<file path="src/rtl/uart_receiver_if.sv">
// Serial-line and byte-output bundle between a UART line source and the receiver.
// The slave modport is the receiver's view; master is the line driver / byte consumer.
`timescale 1ns/1ps
interface uart_receiver_if;
  logic       rx;
  logic [7:0] rx_data;
  logic       rx_valid;
  logic       rx_frame_error;
  logic       rx_busy;

  modport slave (
    input  rx,
    output rx_data,
    output rx_valid,
    output rx_frame_error,
    output rx_busy
  );

  modport master (
    output rx,
    input  rx_data,
    input  rx_valid,
    input  rx_frame_error,
    input  rx_busy
  );
endinterface

</file>
<file path="src/rtl/uart_receiver.sv">
// 8N1 UART receiver: two-flop synchroniser, falling-edge start detect, mid-bit
// sampling from a per-frame bit counter, one-cycle valid / framing-error strobes.
`timescale 1ns/1ps
module uart_receiver #(
  parameter int system_clk_freq     = 100_000_000,
  parameter int baud_rate           = 115200,
  parameter int counter_cycles      = system_clk_freq / baud_rate,
  parameter int half_counter_cycles = counter_cycles / 2
) (
  input  logic           system_clk,
  input  logic           rst,
  uart_receiver_if.slave bus
);
  localparam int CNT_W = $clog2(counter_cycles);
  localparam logic [CNT_W-1:0] FULL_LAST = CNT_W'(counter_cycles - 1);
  localparam logic [CNT_W-1:0] HALF_LAST = CNT_W'(half_counter_cycles - 1);

  typedef enum logic [1:0] {IDLE, START, DATA, STOP} state_t;

  state_t           state_q;
  logic             sync1_q;
  logic             sync2_q;
  logic             prev_q;
  logic [CNT_W-1:0] cnt_q;
  logic [2:0]       idx_q;
  logic [7:0]       shift_q;
  logic [7:0]       data_q;
  logic             valid_q;
  logic             ferr_q;
  logic             busy_q;
  logic             start_edge;

  // A start needs the line to have been seen high first, so a stuck-low line never starts.
  assign start_edge = prev_q & ~sync2_q;

  always_ff @(posedge system_clk or posedge rst) begin
    if (rst) begin
      state_q <= IDLE;
      sync1_q <= 1'b0;
      sync2_q <= 1'b0;
      prev_q  <= 1'b0;
      cnt_q   <= '0;
      idx_q   <= '0;
      shift_q <= '0;
      data_q  <= '0;
      valid_q <= 1'b0;
      ferr_q  <= 1'b0;
      busy_q  <= 1'b0;
    end else begin
      sync1_q <= bus.rx;
      sync2_q <= sync1_q;
      prev_q  <= sync2_q;
      valid_q <= 1'b0;
      ferr_q  <= 1'b0;

      case (state_q)
        IDLE: begin
          cnt_q <= '0;
          if (start_edge) begin
            state_q <= START;
            busy_q  <= 1'b1;
          end
        end

        START: begin
          if (cnt_q == HALF_LAST) begin
            cnt_q <= '0;
            if (!sync2_q) begin
              state_q <= DATA;
              idx_q   <= '0;
            end else begin
              state_q <= IDLE;
              busy_q  <= 1'b0;
            end
          end else begin
            cnt_q <= cnt_q + 1'b1;
          end
        end

        DATA: begin
          if (cnt_q == FULL_LAST) begin
            cnt_q          <= '0;
            shift_q[idx_q] <= sync2_q;
            idx_q          <= idx_q + 3'd1;
            if (idx_q == 3'd7) begin
              state_q <= STOP;
            end
          end else begin
            cnt_q <= cnt_q + 1'b1;
          end
        end

        STOP: begin
          if (cnt_q == FULL_LAST) begin
            // Returning to IDLE at mid-stop-bit lets a zero-gap next start be caught.
            cnt_q   <= '0;
            state_q <= IDLE;
            busy_q  <= 1'b0;
            if (sync2_q) begin
              data_q  <= shift_q;
              valid_q <= 1'b1;
            end else begin
              ferr_q  <= 1'b1;
            end
          end else begin
            cnt_q <= cnt_q + 1'b1;
          end
        end

        default: begin
          state_q <= IDLE;
          busy_q  <= 1'b0;
          cnt_q   <= '0;
        end
      endcase
    end
  end

  assign bus.rx_data        = data_q;
  assign bus.rx_valid       = valid_q;
  assign bus.rx_frame_error = ferr_q;
  assign bus.rx_busy        = busy_q;
endmodule

</file>
<file path="src/flat_wrapper.sv">
// flat-port wrapper written by rule: the top's interface ports become plain ports
module uart_receiver_flat 
#(
  parameter int system_clk_freq     = 100_000_000,
  parameter int baud_rate           = 115200,
  parameter int counter_cycles      = system_clk_freq / baud_rate,
  parameter int half_counter_cycles = counter_cycles / 2
)
  (system_clk, rst, bus_rx, bus_rx_data, bus_rx_valid, bus_rx_frame_error, bus_rx_busy);
  uart_receiver_if bus_i ();
  input  logic system_clk;
  input  logic rst;
  input wire logic [$bits(bus_i.rx)-1:0] bus_rx;
  output wire logic [$bits(bus_i.rx_data)-1:0] bus_rx_data;
  output wire logic [$bits(bus_i.rx_valid)-1:0] bus_rx_valid;
  output wire logic [$bits(bus_i.rx_frame_error)-1:0] bus_rx_frame_error;
  output wire logic [$bits(bus_i.rx_busy)-1:0] bus_rx_busy;
  assign bus_i.rx = bus_rx;
  assign bus_rx_data = bus_i.rx_data;
  assign bus_rx_valid = bus_i.rx_valid;
  assign bus_rx_frame_error = bus_i.rx_frame_error;
  assign bus_rx_busy = bus_i.rx_busy;
  uart_receiver #(.system_clk_freq(system_clk_freq), .baud_rate(baud_rate), .counter_cycles(counter_cycles), .half_counter_cycles(half_counter_cycles)) u_core (.system_clk(system_clk), .rst(rst), .bus(bus_i));
endmodule
</file>
<file path="config.mk">
export PLATFORM = sky130hd
export DESIGN_NAME = uart_receiver_flat
export DESIGN_NICKNAME = d
export VERILOG_FILES = /design/src/rtl/uart_receiver_if.sv /design/src/rtl/uart_receiver.sv /design/src/flat_wrapper.sv
export SDC_FILE = /design/constraint.sdc
export NUM_CORES = 1
export LEC_CHECK = 0
export ABC_CLOCK_PERIOD_IN_PS = 2400
export CAP_MARGIN = 15
export CORE_ASPECT_RATIO = 1.75
export CORE_MARGIN = 4
export CORE_UTILIZATION = 45
export CTS_CLUSTER_SIZE = 14
export DETAILED_ROUTE_END_ITERATION = 12
export MAX_ROUTING_LAYER = met4
export PLACE_DENSITY = 0.65
export SLEW_MARGIN = 15
export SYNTH_ARGS = -nofsm -noshare
export SYNTH_HDL_FRONTEND = slang
export SYNTH_SLANG_ARGS = --single-unit
</file>
<file path="constraint.sdc">
create_clock -name system_clk -period 2.4 [get_ports system_clk]
set_clock_uncertainty 0.1 [all_clocks]
set_input_delay 0.36 -clock system_clk [delete_from_list [all_inputs] [get_ports system_clk]]
set_output_delay 0.36 -clock system_clk [all_outputs]
set_load 0.005 [all_outputs]
</file>
==> results.md <==
* Worst rel slew slack at about two thirds
* Slowest CP cell: or4b_4
* Wire per inst at 15.0 um
* ANT nets after route at 0
* Nets at 171
* Top-area cell type share of the netlist area at 54.2%
* Crit path capture type: flop
* Floorplan row count at 29
* Sw frac at 28.1%
* Most common cell after layout, fill and taps aside: dfrtp_1
* CTS Buf Count at 5
* # diodes at 0
* RSZ-0062 raised after global routing: false
* Combinational power share at 13.7%
* Net Switching at 0.404 mW
* CP Max Fanout at 11
* Mean Syn Cell Area at 11.7 um2
* Post-Synthesis Cells at 146
* Critical Path Start Type: flop
* Total Wirelength at between 3000 and 4000 um
* Critical path cell sequence: ha_1 > nor2b_1 > nand4_4 > or4b_4 > mux2_4
* Initial DRC Count at 31
* GRT Overall Usage at between 15 and 20%
* Max incr delay on CP at 570 ps
* Maximum vdd drop at 0.631 mV
* Final cycle utilization of the critical path at about 93%
* First-pass DRT Iterations at 4
* Synth area leader: dfrtp_1
* CTS tree: built
* Filler cells at 319
* Sink Count at 37
* WS Path Type: flop to flop
* DP HPWL at approximately 2300 um
* Compound-Gate Fraction of Synth Area at 5.27%
* Synthesized cell area at around 1700 um2
* Post-synthesis sequential area ratio at 54.2%
* Clock share of power at 32.6%
* Die H at a little under 90 um
* Initial antenna violation count at 0
* Via density at 5.44
* # H-tree levels at 2
* Max layer used: met4
* Setup TNS at 0 ps
* Tot Pwr at ~1.4 mW
* Fin crit period at 2230 ps
* Synth Area in XOR/XNOR at 4.10%
* Status: finished, final reports clean
* Max cap viols at 0
* Vias in the first global route at 1189
* Max frequency at between 0.4 and 0.5 GHz
* Vias at ~1100
* Static leakage at just over 0.9 nW
* Die area at 4880 um2
* Postcts setup bufs at 0
* Clk pin slew, worst setup/hold paths at 70 ps
* Wire length on met1 at 1130 um
* DR WL met2 at 1850 um
* Clock root buffer: clkbuf_8
* Largest family of logic cells by synthesized area: simple AND/OR/NAND/NOR gates
* WP data required at between 2000 and 2500 ps
* Final max-slew violation count at 0
* Buffers on Ports at 13
* Warnings from Yosys at 0
* Hold Path Class: flop to flop
* Core area at 3630 um2
* Largest net degree at the start of global routing at 38
* DRC at 0
* Clock Latency Late Sink at ~290 ps
* Layout cells sized above 1 at 21.8%
* Simple-Gate Fraction of Synth Area at between 10% and 20%
* Clock Tree Buf Depth at 2
* Gr ovfl total at 0
* Num ports at 14
* Initial Utilization at 47.1%
* Area Overhead vs Synth at 17.4%
* Global-route wire length before repair at 5440 um
* Wire length on met3 at roughly 110 um
* Commonest non-fill, non-tap cells in the layout: dfrtp_1, mux2_2, nor2_1
* GP Congestion at 0.812
* Die X at 54.6 um
* Worst-margin pin slew at 502 ps
* Internal Power at 1.04 mW
* Cell Pwr Density at between 700 and 800 nW/um2
* Worst Path Arrival at between 2000 and 2500 ps
* Hold WS at 252 ps
* Crit path max-delay family: simple AND/OR/NAND/NOR gates
* Synth top area cells: dfrtp_1, mux2_2, nor2_1
* CP Buf/Inv Count at 0
* Syn Nets at 153
* Post-synthesis register bit count at 37
* Count of final setup violators at 0
* Adder-Cell Fraction of Synth Area at 2.93%
* Multiplexer share of the synthesized area at 11.4%
* Final Hold Viols at 0
* Synth unique cells at 36
* Flop pwr share at 53.8%
logic make-up (layout without fill, tap and decap cells):
family	Yosys count	in the layout
and+or+nand+nor	56	56
xor gates and xnor gates	8	8
AOI/OAI and AO/OA	13	13
buffers and inverters	11	30
muxes	17	17
DFF	37	37
adders and majority gates	4	4
power by group through the flow:
stage	clock network (mW)	registers [mW]	logic, mW
2_1_floorplan	0	0.761	0.146
3_3_place_gp	0	0.778	0.186
3_5_place_dp	0	0.784	0.196
4_1_cts	0.482	0.771	0.197
5_1_grt	0.509	0.783	0.224
6_report	0.469	0.774	0.197
worst paths after layout:
| path | to | slack, ps | from | cells after the start |
|---|---|---|---|---|
| min reg2reg | u_core.sync2_q | 250 | u_core.sync1_q | 0 |
| max in group asynchronous | u_core.cnt_q[7] | 1500 | rst | 3 |
| min in group asynchronous | u_core.bus.rx_data[3] | 370 | rst | 3 |
| max | u_core.shift_q[4] | 170 | u_core.cnt_q[0] | 5 |
| min | u_core.sync2_q | 250 | u_core.sync1_q | 0 |
| max reg2reg | u_core.shift_q[4] | 170 | u_core.cnt_q[0] | 5 |
sequential cells by signal, indices dropped and copies added, names as in the netlist, named ones only:
register and count:
u_core.idx_q 3, u_core.shift_q 8, u_core.state_q 1, u_core.sync2_q 1, u_core.cnt_q 10, u_core.prev_q 1
u_core.bus.rx_data 8, u_core.bus.rx_frame_error 1, u_core.bus.rx_busy 1, u_core.sync1_q 1, u_core.bus.rx_valid 1
routing by layer:
metal	GRT usage [%]	vias up
met5	-	-
met4	7.26	0
met3	4.01	7
met2	28.0	20
met1	15.8	567
li1	-	553
final cells by class:
class                           instances  area [um2]  share of cell area [%]
Tap cell                               46        57.6                    2.87
Sequential cell                        37         926                    46.2
Clock inverter                          1        5.00                   0.250
Clock buffer                            7        96.3                    4.80
Timing Repair Buffer                   18         168                    8.36
Multi-Input combinational cell         98         738                    36.8
Inverter                                4        15.0                   0.749
through the flow:
stage	setup slack [ps]	area [um2]	util, %	std cells
2_1_floorplan	197	1710	-	146
3_3_place_gp	236	1900	52.2	203
3_5_place_dp	144	1900	52.2	203
4_1_cts	135	2000	55.0	211
5_1_grt	32.5	2010	55.3	211
6_report	169	2010	55.3	211
synth_stat cells:
library cell / n
mux2_2: 16
mux2_4: 1
and4b_1: 1
nor2b_1: 1
a22o_1: 2
inv_1: 4
nand3_1: 5
nand4_1: 4
a21oi_1: 3
nand2_1: 9
o41ai_1: 1
xnor2_1: 5
nor4b_1: 2
dfrtp_1: 37
and4bb_2: 1
o21ai_0: 3
xor2_1: 3
buf_4: 1
and3_1: 2
a311oi_1: 1
a32oi_1: 1
or2_2: 1
nand4_2: 1
buf_6: 1
or4b_4: 1
nor4_1: 5
nor3b_4: 1
and2_1: 1
a21bo_2: 1
or4b_1: 1
a31oi_1: 1
nand2b_1: 2
nor3_1: 2
ha_1: 4
clkbuf_1: 5
nor2_1: 16
timing repair:
| item | 4_1_cts | 5_1_grt |
|---|---|---|
| setup endpoints to repair | 0 | 1 |
| resized for setup | 0 | 1 |
| hold buffers | 0 | 0 |
No activity file was read; power rests on OpenSTA's default activity.
